$ cat config.mk
export PLATFORM = sky130hd
export DESIGN_NAME = set_access_ctrl
export DESIGN_NICKNAME = d
export VERILOG_FILES = /design/src/rtl/set_access_ctrl.sv
export SDC_FILE = /design/constraint.sdc
export NUM_CORES = 1
export LEC_CHECK = 0
export CORE_AREA = 5 5 240 242
export DETAILED_ROUTE_END_ITERATION = 16
export DIE_AREA = 0 0 245 247
export GPL_TIMING_DRIVEN = 0
export SLEW_MARGIN = 5
export SYNTH_ARGS = -nofsm -noshare
export SYNTH_HDL_FRONTEND = slang
export SYNTH_SLANG_ARGS = --single-unit
$ cat constraint.sdc
create_clock -name clk -period 3.79 [get_ports clk]
set_input_delay 0.379 -clock clk [delete_from_list [all_inputs] [get_ports clk]]
set_output_delay 0.379 -clock clk [all_outputs]
set_load 0.005 [all_outputs]
$ cat src/rtl/set_access_ctrl.sv
// Sequencing controller for one 8-way set array: accepts CPU loads/stores,
// drives set-array strobes, services misses with a fill + replay, keeps hit/miss stats.
module set_access_ctrl #(
    parameter int ADDR_W     = 36,
    parameter int TIMEOUT    = 64,
    parameter int MAX_REPLAY = 1
) (
    input  logic              clk,
    input  logic              rst,
    input  logic              req_valid,
    output logic              req_ready,
    input  logic              req_write,
    input  logic [ADDR_W-1:0] req_addr,
    input  logic [1:0]        req_size,
    input  logic [63:0]       req_wdata,
    output logic              resp_valid,
    input  logic              resp_ready,
    output logic [63:0]       resp_rdata,
    output logic              resp_err,
    output logic [1:0]        set_enable,
    output logic [1:0]        set_write_enable,
    output logic [1:0]        set_force_write,
    output logic [5:0]        set_block_offset,
    output logic [5:0]        set_idx,
    output logic [ADDR_W-13:0] set_tag,
    output logic [63:0]       set_write_data,
    output logic [1:0]        set_data_size,
    output logic [31:0]       set_n_ops,
    input  logic [127:0]      set_out_data,
    input  logic [1:0]        set_read_miss,
    input  logic [1:0]        set_write_miss,
    input  logic [1:0]        set_data_ready,
    input  logic [1:0]        set_op_done,
    output logic              mem_req_valid,
    input  logic              mem_req_ready,
    output logic [ADDR_W-1:0] mem_req_addr,
    input  logic              mem_resp_valid,
    input  logic [63:0]       mem_resp_data,
    output logic [31:0]       hit_count,
    output logic [31:0]       miss_count
);
    localparam int TMO_W = (TIMEOUT > 1) ? $clog2(TIMEOUT) : 1;

    typedef enum logic [2:0] {
        S_IDLE, S_ISSUE, S_WAIT_SET, S_MEM_REQ, S_MEM_WAIT, S_FILL, S_FILL_WAIT, S_RESP
    } state_t;

    state_t             state_reg, state_next;
    logic               write_reg;
    logic [ADDR_W-1:0]  addr_reg;
    logic [1:0]         size_reg;
    logic [63:0]        wdata_reg, fill_reg, rdata_reg;
    logic               err_reg;
    logic [TMO_W-1:0]   tmo_reg;
    logic [7:0]         replay_reg;
    logic [31:0]        n_ops_reg, hit_reg, miss_reg;
    logic [63:0]        rd_masked;

    logic any_miss, data_rdy, op_done, tmo_last, replay_ok, accept, misaligned;
    logic unused_hi;

    assign any_miss  = (|set_read_miss) || (|set_write_miss);
    assign data_rdy  = |set_data_ready;
    assign op_done   = |set_op_done;
    assign tmo_last  = (tmo_reg == TMO_W'(TIMEOUT - 1));
    assign replay_ok = (replay_reg < 8'(MAX_REPLAY));
    assign accept    = (state_reg == S_IDLE) && req_valid;
    assign unused_hi = ^set_out_data[127:64];

    always_comb begin
        misaligned = 1'b0;
        case (req_size)
            2'd1:    misaligned = req_addr[0];
            2'd2:    misaligned = |req_addr[1:0];
            2'd3:    misaligned = |req_addr[2:0];
            default: misaligned = 1'b0;
        endcase
    end

    // Keep only the low 2^size bytes of the returned word.
    genvar gi;
    generate
        for (gi = 0; gi < 8; gi++) begin : g_mask
            assign rd_masked[gi*8 +: 8] = (4'(gi) < (4'd1 << size_reg)) ? set_out_data[gi*8 +: 8] : 8'h00;
        end
    endgenerate

    always_ff @(posedge clk) begin
        if (rst) state_reg <= S_IDLE;
        else     state_reg <= state_next;
    end

    always_comb begin
        state_next = state_reg;
        case (state_reg)
            S_IDLE:      if (req_valid) state_next = misaligned ? S_RESP : S_ISSUE;
            S_ISSUE:     state_next = S_WAIT_SET;
            S_WAIT_SET: begin
                if (any_miss)                   state_next = replay_ok ? S_MEM_REQ : S_RESP;
                else if (!write_reg && data_rdy) state_next = S_RESP;
                else if (write_reg && op_done)   state_next = S_RESP;
                else if (tmo_last)               state_next = S_RESP;
            end
            S_MEM_REQ:   if (mem_req_ready) state_next = S_MEM_WAIT;
            S_MEM_WAIT:  if (mem_resp_valid) state_next = S_FILL;
            S_FILL:      state_next = S_FILL_WAIT;
            S_FILL_WAIT: if (op_done || tmo_last) state_next = S_ISSUE;
            S_RESP:      if (resp_ready) state_next = S_IDLE;
            default:     state_next = S_IDLE;
        endcase
    end

    always_ff @(posedge clk) begin
        if (rst) begin
            write_reg  <= 1'b0;
            addr_reg   <= '0;
            size_reg   <= 2'd0;
            wdata_reg  <= 64'h0;
            fill_reg   <= 64'h0;
            rdata_reg  <= 64'h0;
            err_reg    <= 1'b0;
            tmo_reg    <= '0;
            replay_reg <= 8'd0;
            n_ops_reg  <= 32'd0;
            hit_reg    <= 32'd0;
            miss_reg   <= 32'd0;
        end else begin
            if (state_reg == S_ISSUE || state_reg == S_FILL)
                tmo_reg <= '0;
            else if (state_reg == S_WAIT_SET || state_reg == S_FILL_WAIT)
                tmo_reg <= tmo_reg + 1'b1;

            if (accept) begin
                write_reg  <= req_write;
                addr_reg   <= req_addr;
                size_reg   <= req_size;
                wdata_reg  <= req_wdata;
                n_ops_reg  <= n_ops_reg + 32'd1;
                err_reg    <= misaligned;
                rdata_reg  <= 64'h0;
                replay_reg <= 8'd0;
            end

            if (state_reg == S_WAIT_SET) begin
                if (any_miss) begin
                    // Replays that miss again are not counted a second time.
                    if (replay_reg == 8'd0 && miss_reg != 32'hFFFF_FFFF) miss_reg <= miss_reg + 32'd1;
                    if (!replay_ok) err_reg <= 1'b1;
                end else if (!write_reg && data_rdy) begin
                    rdata_reg <= rd_masked;
                    if (hit_reg != 32'hFFFF_FFFF) hit_reg <= hit_reg + 32'd1;
                end else if (write_reg && op_done) begin
                    if (hit_reg != 32'hFFFF_FFFF) hit_reg <= hit_reg + 32'd1;
                end else if (tmo_last) begin
                    err_reg <= 1'b1;
                end
            end

            if (state_reg == S_MEM_WAIT && mem_resp_valid) fill_reg <= mem_resp_data;
            if (state_reg == S_FILL_WAIT && (op_done || tmo_last)) replay_reg <= replay_reg + 8'd1;
        end
    end

    always_comb begin
        logic fill_phase;
        fill_phase       = (state_reg == S_FILL) || (state_reg == S_FILL_WAIT);
        req_ready        = (state_reg == S_IDLE);
        resp_valid       = (state_reg == S_RESP);
        resp_rdata       = rdata_reg;
        resp_err         = err_reg;
        set_enable       = (state_reg == S_ISSUE || state_reg == S_FILL) ? 2'd1 : 2'd0;
        set_write_enable = 2'd0;
        set_force_write  = 2'd0;
        if (state_reg == S_ISSUE || state_reg == S_WAIT_SET)
            set_write_enable = {1'b0, write_reg};
        if (fill_phase) begin
            set_write_enable = 2'd2;
            set_force_write  = 2'd1;
        end
        set_block_offset = fill_phase ? {addr_reg[5:3], 3'b000} : addr_reg[5:0];
        set_idx          = addr_reg[11:6];
        set_tag          = addr_reg[ADDR_W-1:12];
        set_write_data   = fill_phase ? fill_reg : wdata_reg;
        set_data_size    = fill_phase ? 2'd3 : size_reg;
        set_n_ops        = n_ops_reg;
        mem_req_valid    = (state_reg == S_MEM_REQ);
        mem_req_addr     = (state_reg == S_MEM_REQ) ? {addr_reg[ADDR_W-1:3], 3'b000} : '0;
        hit_count        = hit_reg;
        miss_count       = miss_reg;
    end
endmodule

==> impl_metrics.tcl <==
set metrics [dict create \
    syn_area_sq_mm 0.0151 \
    drc 0 \
    synth-seq-cells 345 \
    globalRouteMet3Util 0.0485 \
    routabilityCongestion 0.884 \
    cts_tree "built" \
    detail_route.wl_per_cell_um 19.4 \
    final_cells 3304 \
    worst_slew_margin_rel 0.0812 \
    grt_pass1_wl_um 95500 \
    gr-total-overflow 0 \
    width_of_the_die_um 245 \
    cts_root_buf "clkbuf_16" \
    data_arrival_at_the_endpoint_of_the_critical_path_ns 3.13 \
    cts_sinks 345 \
    synth_to_final_area_change_pct 51.5 \
    routed-via-count 16200 \
    critical-path-slowest-cell "clkdlybuf4s50_1" \
    critPathCaptureType "primary output" \
    cp_data_required_time_ns 3.41 \
    numPlacedInstances 3230 \
    cts_made_buffers 42 \
    dp_hpwl_um 49600 \
    grt_use_total 0.200 \
    post-place-ws_ns -0.179 \
    ff_latch_area_sq_mm 0.00691 \
    sequentialPowerShare 0.373 \
    synth_sequential_area_ratio 0.459 \
    avgViaCountPerCell 4.91 \
    number_of_standard_cells_after_synthesis 1976 \
    timing.max_cap.violations 0 \
    switchingPower_mw 3.56 \
    grt_antenna_before_repair 2 \
    grt_util_met1 0.243 \
    global_route.peak_usage_layer "met2" \
    worstPathMaxFanout 10 \
    synth-edff-count 0 \
    fraction_of_power_spent_switching_nets 0.318 \
    clk_lat_worst_skew_ns 0.56 \
    tightest_slew_ns 1.38 \
    detailedRoute.firstIterationViolations 898 \
    placement_rows 86 \
    synthDistinctLibCells 58 \
    multi_input_comb_area_sq_mm 0.00732 \
    pwr-share-clk 0.352 \
    post_dp_cell_area_sq_mm 0.0214 \
    dieArea_sq_mm 0.0605 \
    hold_path.class "input port to register" \
    fin_crit_sh 0.926 \
    static_leakage_power_nw 7.99 \
    fin_crit_ns 3.51 \
    critical_path.startpoint_type "register" \
    core_area_sq_mm 0.0549 \
    h-tree-depth 2 \
    fmaxAchievable_mhz 285 \
    route.antenna.remaining_nets 0 \
    post-route-cell-area_sq_mm 0.0228 \
    initial_standard_cell_utilization_of_the_core 0.274 \
    report.final.slew_viol_count 0 \
    timing.critical_path.max_delay_family "buffers and inverters" \
    crit_chain "clkbuf_2 > nor2b_2 > o21ai_4 > inv_1 > clkbuf_2 > clkbuf_2 > nand2_1 > nand2_1 > clkdlybuf4s50_1" \
    utilization 0.416 \
    cp_class "register to primary output" \
    synth_top_flop_cell "dfxtp_1" \
    n_fill_cell 5557 \
    drt_pre_antenna_iters 5 \
    status "finished, final reports clean" \
    finalSetupViolations 0 \
    clk_pin_slew_ns 0.06 \
    chipHeight_um 247 \
    clockBufferDepth 3 \
    rsz0062_at_grt "false" \
    synthArstFlopShare 0 \
    critical_path.max_stage_delay_ns 0.56 \
    portBuffers 546 \
    design.portCount 617 \
    share_comb_of_total_power 0.274 \
    p_total_mw 11.2 \
    skew_ns 0.0223 \
    power.internal_mw 7.64 \
    totalWireLength_um 64000 \
    finalHoldViolCount 0 \
    post_route_cells_drive_above_1_share 0.0554 \
    most_used_cell_cp "clkbuf_2" \
    use_met2 0.350 \
    postSynthAreaPerCell_sq_um 7.62 \
    postLayoutSetupSlackWorst_ns 0.281 \
    vdd_drop_max_uv 271 \
    grt_pass1_vias 16200 \
    synthesis.yosys.warnings 0 \
    critical_path_buf_inv_count 5 \
    powerDensity_mw_per_mm2 491 \
    largest_net_degree_at_the_start_of_global_routing 20 \
    finish.net_count 2886 \
]
area by class of cell:
cell class,count,share of cell area
multi-input cells,1446,0.321
flip-flops and latches,345,0.303
repair buffers,548,0.241
clock buffers,65,0.0557
well taps,704,0.0386
plain buffers,175,0.0364
clock inverters,7,0.00285
inverters,13,0.00214
diodes,1,0.000110
layout by cell type, fill, tap and decap left out, types with 16 or more instances in the layout:
master / count
nand2_1: 581
clkdlybuf4s50_1: 546
dfxtp_1: 345
a21oi_1: 245
clkbuf_1: 128
nor2_1: 114
a22oi_1: 56
nand3_1: 54
or3_1: 49
o21ai_0: 47
and2_1: 45
clkbuf_16: 45
buf_4: 42
nand4_1: 37
or4_1: 25
o31ai_1: 23
xnor2_1: 19
and4_1: 18
nor3_1: 16
per-layer routing:
metal,vias to the layer above,share of wire
li1,7868,-
met1,7684,0.40
met2,576,0.49
met5,-,0
met4,0,0.031
met3,100,0.075
path summary, 6_finish.rpt:
| kind | slack (ns) | cells past startpoint | endpoint | from |
|---|---|---|---|---|
| setup / recovery | 0.28 | 9 | set_write_data[13] | state_reg[0] |
| hold / removal | 0.37 | 3 | fill_reg[63] | mem_resp_data[63] |
| setup reg to reg | 0.79 | 9 | hit_count[2] | hit_count[0] |
| hold reg to reg | 0.45 | 2 | addr_reg[1] | addr_reg[1] |
cell families (layout without fill, tap and decap cells):
logic type | Yosys count | in the layout | share of synthesized area
buffers and inverters | 189 | 808 | 0.0578
AND/OR/NAND/NOR | 1001 | 1001 | 0.305
adder cells (fa/ha/maj) | 6 | 6 | 0.00498
XOR/XNOR | 28 | 28 | 0.0163
AO/OA/AOI/OAI | 395 | 395 | 0.150
other | 1 | 6 | 0.000249
multiplexers | 11 | 11 | 0.00806
flip-flops | 345 | 345 | 0.459
worst reg2reg max path: cells and delay by family, from the launching register on:
kind                     cells  cell delay, ns
AO/OA/AOI/OAI                2            0.32
adder cells (fa/ha/maj)      1            0.23
buffers and inverters        3            1.11
flip-flops                   1            0.44
AND/OR/NAND/NOR              3            0.83
synthesized netlist by cell type (all sizes together), types with 2 or more instances:
cell	count	area share
o211ai	3	0.0015
or2	6	0.0025
nor3b	3	0.0015
nor3	18	0.0066
o21ai	49	0.016
or4	25	0.012
inv	13	0.0032
a22oi	56	0.028
mux2i	2	0.0013
dfxtp	345	0.46
nand2	581	0.14
a21oi	245	0.081
nand4	37	0.015
buf	52	0.024
nand3b	2	0.0010
nor4	8	0.0043
clkbuf	124	0.031
nor2b	14	0.0058
and4	18	0.010
xor2	9	0.0052
or3	49	0.020
a211oi	2	0.0010
and3	13	0.0054
and2	46	0.019
nand2b	2	0.00083
a31oi	5	0.0021
xnor2	19	0.011
nand3	55	0.019
mux2	9	0.0067
a21o	2	0.0010
o31ai	23	0.011
nor2	115	0.029
a2111oi	2	0.0024
nor4b	5	0.0039
ha	6	0.0050
per-stage QoR:
stage / hold WS [ns] / TNS, ns
global placement: 0.439 / -1.12
floorplan: 0.432 / 0
CTS: 0.323 / 0
global route: 0.352 / 0
detailed placement: 0.446 / -1.52
finish: 0.369 / 0
power groups by stage:
stage,clock network [mW],logic [mW],registers [mW]
3_3_place_gp,0,3.03,4.25
3_5_place_dp,0,3.06,4.26
6_report,3.95,3.07,4.18
4_1_cts,4.08,3.12,4.18
2_1_floorplan,0,1.50,4.19
5_1_grt,4.21,3.39,4.23
repair_timing:
item,in CTS,in global routing
gates resized for setup,10,7
pin swaps,0,0
hold buffers,0,0
buffers inserted,2,0
setup endpoints to repair,101,77
Power figures use the tool's default switching activity.
